File: src/rtl/fpu_serial_host_if.sv
// Bundles the parallel host side and the FPU serial side of fpu_serial_host.
// The slave modport is the link itself. The master modport is whoever drives
// the operands and plays the FPU.
interface fpu_serial_host_if #(
  parameter int WIDTH = 32
);
  logic             start;
  logic [WIDTH-1:0] op_a;
  logic [WIDTH-1:0] op_b;
  logic             ready;
  logic             op_a_ser;
  logic             op_b_ser;
  logic             frame;
  logic             res_ser;
  logic [2:0]       res_status;
  logic [WIDTH-1:0] result;
  logic [2:0]       status;
  logic             done;

  modport master (
    output start, op_a, op_b, res_ser, res_status,
    input  ready, op_a_ser, op_b_ser, frame, result, status, done
  );

  modport slave (
    input  start, op_a, op_b, res_ser, res_status,
    output ready, op_a_ser, op_b_ser, frame, result, status, done
  );
endinterface

File: src/rtl/fpu_serial_host.sv
// Bit-serial host link for the FPU.
// The link latches two operands and shifts them out MSB-first. It then idles
// for RESP_DELAY cycles, shifts the serial result back in, and pulses done
// once the full word and its status are captured.
module fpu_serial_host #(
  parameter int WIDTH      = 32,
  parameter int RESP_DELAY = 4
) (
  input  logic               clock,
  input  logic               reset,
  fpu_serial_host_if.slave   bus
);

  localparam int CNT_MAX = (WIDTH > RESP_DELAY) ? WIDTH : RESP_DELAY;
  localparam int CNT_W   = $clog2(CNT_MAX + 1);
  localparam logic [CNT_W-1:0] LAST_BIT  = CNT_W'(WIDTH - 1);
  localparam logic [CNT_W-1:0] LAST_WAIT = CNT_W'((RESP_DELAY > 0) ? RESP_DELAY - 1 : 0);

  typedef enum logic [2:0] {IDLE, SEND, WAIT, RECV, DONE} state_e;

  state_e           state_q, state_d;
  logic [CNT_W-1:0] cnt_q, cnt_d;
  logic [WIDTH-1:0] shift_a_q, shift_a_d;
  logic [WIDTH-1:0] shift_b_q, shift_b_d;
  // The last received bit goes straight into result, so only WIDTH-1 bits need staging.
  logic [WIDTH-2:0] rx_q, rx_d;
  logic [WIDTH-1:0] result_q, result_d;
  logic [2:0]       status_q, status_d;

  // State register; reset aborts any transaction and clears the captured result.
  always_ff @(posedge clock or negedge reset) begin
    if (!reset) begin
      state_q   <= IDLE;
      cnt_q     <= '0;
      shift_a_q <= '0;
      shift_b_q <= '0;
      rx_q      <= '0;
      result_q  <= '0;
      status_q  <= '0;
    end else begin
      state_q   <= state_d;
      cnt_q     <= cnt_d;
      shift_a_q <= shift_a_d;
      shift_b_q <= shift_b_d;
      rx_q      <= rx_d;
      result_q  <= result_d;
      status_q  <= status_d;
    end
  end

  // Next-state logic. A single counter is reused for operand bits, delay cycles and result bits.
  always_comb begin
    state_d   = state_q;
    cnt_d     = cnt_q;
    shift_a_d = shift_a_q;
    shift_b_d = shift_b_q;
    rx_d      = rx_q;
    result_d  = result_q;
    status_d  = status_q;
    unique case (state_q)
      IDLE: begin
        if (bus.start) begin
          shift_a_d = bus.op_a;
          shift_b_d = bus.op_b;
          cnt_d     = '0;
          state_d   = SEND;
        end
      end
      SEND: begin
        shift_a_d = {shift_a_q[WIDTH-2:0], 1'b0};
        shift_b_d = {shift_b_q[WIDTH-2:0], 1'b0};
        if (cnt_q == LAST_BIT) begin
          cnt_d   = '0;
          state_d = (RESP_DELAY > 0) ? WAIT : RECV;
        end else begin
          cnt_d = cnt_q + CNT_W'(1);
        end
      end
      WAIT: begin
        if (cnt_q == LAST_WAIT) begin
          cnt_d   = '0;
          state_d = RECV;
        end else begin
          cnt_d = cnt_q + CNT_W'(1);
        end
      end
      RECV: begin
        rx_d = {rx_q[WIDTH-3:0], bus.res_ser};
        if (cnt_q == LAST_BIT) begin
          result_d = {rx_q, bus.res_ser};
          status_d = bus.res_status;
          cnt_d    = '0;
          state_d  = DONE;
        end else begin
          cnt_d = cnt_q + CNT_W'(1);
        end
      end
      DONE: begin
        state_d = IDLE;
      end
      default: begin
        state_d = IDLE;
      end
    endcase
  end

  assign bus.ready    = (state_q == IDLE);
  assign bus.frame    = (state_q == SEND);
  assign bus.op_a_ser = (state_q == SEND) & shift_a_q[WIDTH-1];
  assign bus.op_b_ser = (state_q == SEND) & shift_b_q[WIDTH-1];
  assign bus.done     = (state_q == DONE);
  assign bus.result   = result_q;
  assign bus.status   = status_q;

endmodule

File: src/flat_wrapper.sv
// flat-port wrapper written by rule: the top's interface ports become plain ports
module fpu_serial_host_flat 
#(
  parameter int WIDTH      = 32,
  parameter int RESP_DELAY = 4
)
  (clock, reset, bus_start, bus_op_a, bus_op_b, bus_res_ser, bus_res_status, bus_ready, bus_op_a_ser, bus_op_b_ser, bus_frame, bus_result, bus_status, bus_done);
  fpu_serial_host_if #(.WIDTH(WIDTH)) bus_i ();
  input  logic clock;
  input  logic reset;
  input wire logic [$bits(bus_i.start)-1:0] bus_start;
  input wire logic [$bits(bus_i.op_a)-1:0] bus_op_a;
  input wire logic [$bits(bus_i.op_b)-1:0] bus_op_b;
  input wire logic [$bits(bus_i.res_ser)-1:0] bus_res_ser;
  input wire logic [$bits(bus_i.res_status)-1:0] bus_res_status;
  output wire logic [$bits(bus_i.ready)-1:0] bus_ready;
  output wire logic [$bits(bus_i.op_a_ser)-1:0] bus_op_a_ser;
  output wire logic [$bits(bus_i.op_b_ser)-1:0] bus_op_b_ser;
  output wire logic [$bits(bus_i.frame)-1:0] bus_frame;
  output wire logic [$bits(bus_i.result)-1:0] bus_result;
  output wire logic [$bits(bus_i.status)-1:0] bus_status;
  output wire logic [$bits(bus_i.done)-1:0] bus_done;
  assign bus_i.start = bus_start;
  assign bus_i.op_a = bus_op_a;
  assign bus_i.op_b = bus_op_b;
  assign bus_i.res_ser = bus_res_ser;
  assign bus_i.res_status = bus_res_status;
  assign bus_ready = bus_i.ready;
  assign bus_op_a_ser = bus_i.op_a_ser;
  assign bus_op_b_ser = bus_i.op_b_ser;
  assign bus_frame = bus_i.frame;
  assign bus_result = bus_i.result;
  assign bus_status = bus_i.status;
  assign bus_done = bus_i.done;
  fpu_serial_host #(.WIDTH(WIDTH), .RESP_DELAY(RESP_DELAY)) u_core (.clock(clock), .reset(reset), .bus(bus_i));
endmodule
File: config.mk
export PLATFORM = sky130hd
export DESIGN_NAME = fpu_serial_host_flat
export DESIGN_NICKNAME = d
export VERILOG_FILES = /design/src/rtl/fpu_serial_host_if.sv /design/src/rtl/fpu_serial_host.sv /design/src/flat_wrapper.sv
export SDC_FILE = /design/constraint.sdc
export NUM_CORES = 1
export LEC_CHECK = 0
export ABC_AREA = 1
export CAP_MARGIN = 20
export CORE_MARGIN = 5
export CORE_UTILIZATION = 50
export CTS_CLUSTER_DIAMETER = 80
export CTS_CLUSTER_SIZE = 30
export DETAILED_ROUTE_END_ITERATION = 7
export PLACE_DENSITY = 0.84
export SLEW_MARGIN = 20
export SYNTH_ARGS = -nofsm -noshare
export SYNTH_HDL_FRONTEND = slang
export SYNTH_SLANG_ARGS = --single-unit
File: constraint.sdc
create_clock -name clock -period 2.4 [get_ports clock]
set_input_delay 0.48 -clock clock [delete_from_list [all_inputs] [get_ports clock]]
set_output_delay 0.48 -clock clock [all_outputs]
set_load 0.1 [all_outputs]
==> results of run 1 <==
==> kinds of logic (layout without fill, tap and decap cells) <==
logic type | count (synthesis) | in the layout
buffers and inverters | 82 | 196
xor gates and xnor gates | 2 | 2
adders and majority gates | 1 | 1
and+or+nand+nor | 286 | 286
DFF | 139 | 139
AOI/OAI and AO/OA | 136 | 136
==> cells in the final DEF (no fill, tap or decap), types with 3 or more instances in the layout <==
master | Yosys | routed
nand2_1 | 151 | 150
dfrtp_1 | 139 | 139
nor2_1 | 102 | 102
clkdlybuf4s50_1 | 0 | 69
inv_1 | 44 | 44
buf_4 | 7 | 42
o21ai_0 | 37 | 37
o22ai_1 | 32 | 32
a31oi_1 | 30 | 30
o21ai_1 | 20 | 20
nand3_1 | 19 | 19
clkbuf_16 | 0 | 17
o21ai_2 | 11 | 11
nand2_2 | 7 | 8
buf_12 | 0 | 7
clkinv_2 | 0 | 5
a21oi_1 | 4 | 4
clkbuf_8 | 0 | 4
nor2_4 | 2 | 3
bufinv_16 | 0 | 3
==> metal layers <==
metal | routed length [um] | up-vias | global-route usage
met3 | 579 | 15 | 0.05396
met4 | 170 | 0 | 0.06308
met2 | 6690 | 130 | 0.3203
met5 | 0 | - | 0
met1 | 5499 | 2244 | 0.2424
li1 | - | 2311 | -
==> path summary, 6_finish.rpt <==
kind	endpoint	depth (start not counted)
min	u_core.bus.result[7]	1
min reg2reg	u_core.bus.status[0]	2
min in group clock	u_core.bus.status[0]	2
max in group asynchronous	u_core.rx_q[29]	2
max	bus_op_a_ser	5
max reg2reg	u_core.state_q[1]	8
==> area by class of cell <==
cell class	instances	area share
Sequential cell	139	0.4588
Multi-Input combinational cell	425	0.2626
Timing Repair Buffer	119	0.1527
Clock buffer	23	0.06437
Tap cell	143	0.02360
Inverter	46	0.02278
Clock inverter	8	0.01518
==> per-stage QoR <==
stage / hold slack [ns] / setup WS, ns
6_report: 0.04855 / 0.1578
2_1_floorplan: 0.1844 / -0.3422
3_3_place_gp: 0.4565 / 0.4618
4_1_cts: 0.06228 / 0.1437
5_1_grt: 0.08862 / 0.04270
3_5_place_dp: 0.4608 / 0.3915
==> power breakdown <==
group	internal [uW]	switching [uW]	total, uW
registers	3240	492	3730
logic	1350	2770	4120
clock network	1730	913	2640
==> flip-flops by register name, summed over array words and instances (netlist names) <==
register and cells:
u_core.bus.status 3, u_core.shift_b_q 32, u_core.shift_a_q 32, u_core.cnt_q 6
u_core.state_q 3, u_core.bus.result 32, u_core.rx_q 31
==> reports/results.txt, run 1 <==
Main combinational cell family by area after synthesis = simple AND/OR/NAND/NOR gates
Post-Syn Instances = 646
Peak VDD IR = 0.001369 V
Data arrival, critical path = 1.76 ns
Worst EP required = 1.92 ns
CTS Buf Count = 17
Synth area leader = dfrtp_1
Area grow syn2layout = 29.66%
Top Family by Delay on Critical Path = simple AND/OR/NAND/NOR gates
Max_slew headroom = 0.6191
DRC = 0
Crit end category = output port
Tot Pwr = 10,490 uW
Max-cap violation count = 0
Antenna Cells = 0
Rows = 39
Mux contribution to synthesized area = 0
Multi-input combinational cell area = 1991 um^2
Synthesized cell area = 5847 um^2
Hpwl dp = 8608 um
Clk_lat worst skew = 0.41 ns
Clock Pin Slew Worst Setup and Hold Paths = 0.06 ns
Total gr overflow = 0
Global-route wire length before repair = 22,250 um
FF-to-FF Start = u_core.state_q[2]
#FFs+latches synth = 139
Core Util, Final = 0.6639
Register area share after synthesis = 0.5949
DR vias/cell = 5.205
Layout Cells excl Fill = 903
R2R setup slack = 0.60 ns
Final setup vio count = 0
Clk_skew = 0.007984 ns
Core ar. = 11,420 um^2
Sum Neg Setup Slack = 0 ns
FF+latch area = 3478 um^2
Die Y = 118.1 um
Fmax = 446.0 MHz
WL per Instance = 14.33 um
Asr flop ratio synth = 1.000
Number of global-route vias before repair = 4,674
Largest net degree at the start of global routing = 92
Critical setup path kind = reg2out
Vias after detailed routing = 4,700
Synth Area in Adders = 0.002140
Sink Count = 139
Worst hold path class = in2async
Slowest Stage Delay on Critical Path = 0.40 ns
Gp weighted congestion = 0.8541
Fillers = 885
Count leader, synth = nand2_1
Top cells by area, synth = dfrtp_1, nand2_1, nor2_1
Post-synthesis xor/xnor area fraction = 0.002996
Static leakage = 0.003444 uW
Synth cell types = 25
Full die area = 13,960 um^2
Post-synth top area share = 0.5949
Initial core utilization = 0.5121
Crit Path Max Fanout = 10
Worst setup SP type = flip-flop
YS warnings = 0
GRT Util Overall = 0.1919
Hold Fails Final Rpt = 0
Crit-path slowest cell = dfrtp_1
Share of cells above drive strength 1 = 0.1395
Final net count = 820
Hold buffer count at cts = 0
Dpl cells = 872
Max H-tree Level = 4
Port Buffer Count = 110
Setup Fix Bufs, Post-CTS = 0
Placed inst area = 6978 um^2
Compound-Gate Fraction of Synth Area = 0.1376
RSZ-0062 raised after global routing = no
Period utilisation layout = 0.9343
Cell Chain, Critical Path = inv_1 > nor2_4 > nand2_2 > nor2_1 > buf_12
Initial DRC Count = 338
WP buf/inv = 2
CTS tree = built
Final Max Slew Viols = 0
Status = completed
Slew of the pin with the lowest slew margin = 0.5714 ns
Pwr/cell area = 1384 nW/um^2
I/O pin cnt = 111
Initial antenna violation count = 0
Tmin final = 2.242 ns
Die X = 118.1 um
Antenna viol nets, final = 0
EDFF count, synth = 0
Synthesized net count = 718
Final Cell Area = 7581 um^2
Longest Clk Path Bufs = 2
Post_cts resized = 0
Avg Cell Area, Syn = 9.051 um^2
Crit. Startpoint = u_core.state_q[0]
Commonest cells post-synth = nand2_1, dfrtp_1, nor2_1
Top_reg_cell synth = dfrtp_1
Root Buffer Master = clkbuf_16
1st-pass router iterations = 5
Total Wirelength = 12,940 um
Post-Synth Simple-Gate Area = 0.1956
Note: power is estimated with default switching activity, not from simulation.
==> run 2, diff against run 1 <==
- CTS_CLUSTER_DIAMETER: 80 -> unset
==> results of run 2 <==
No change in the layout: final DEF, timing and power equal those of run 1.
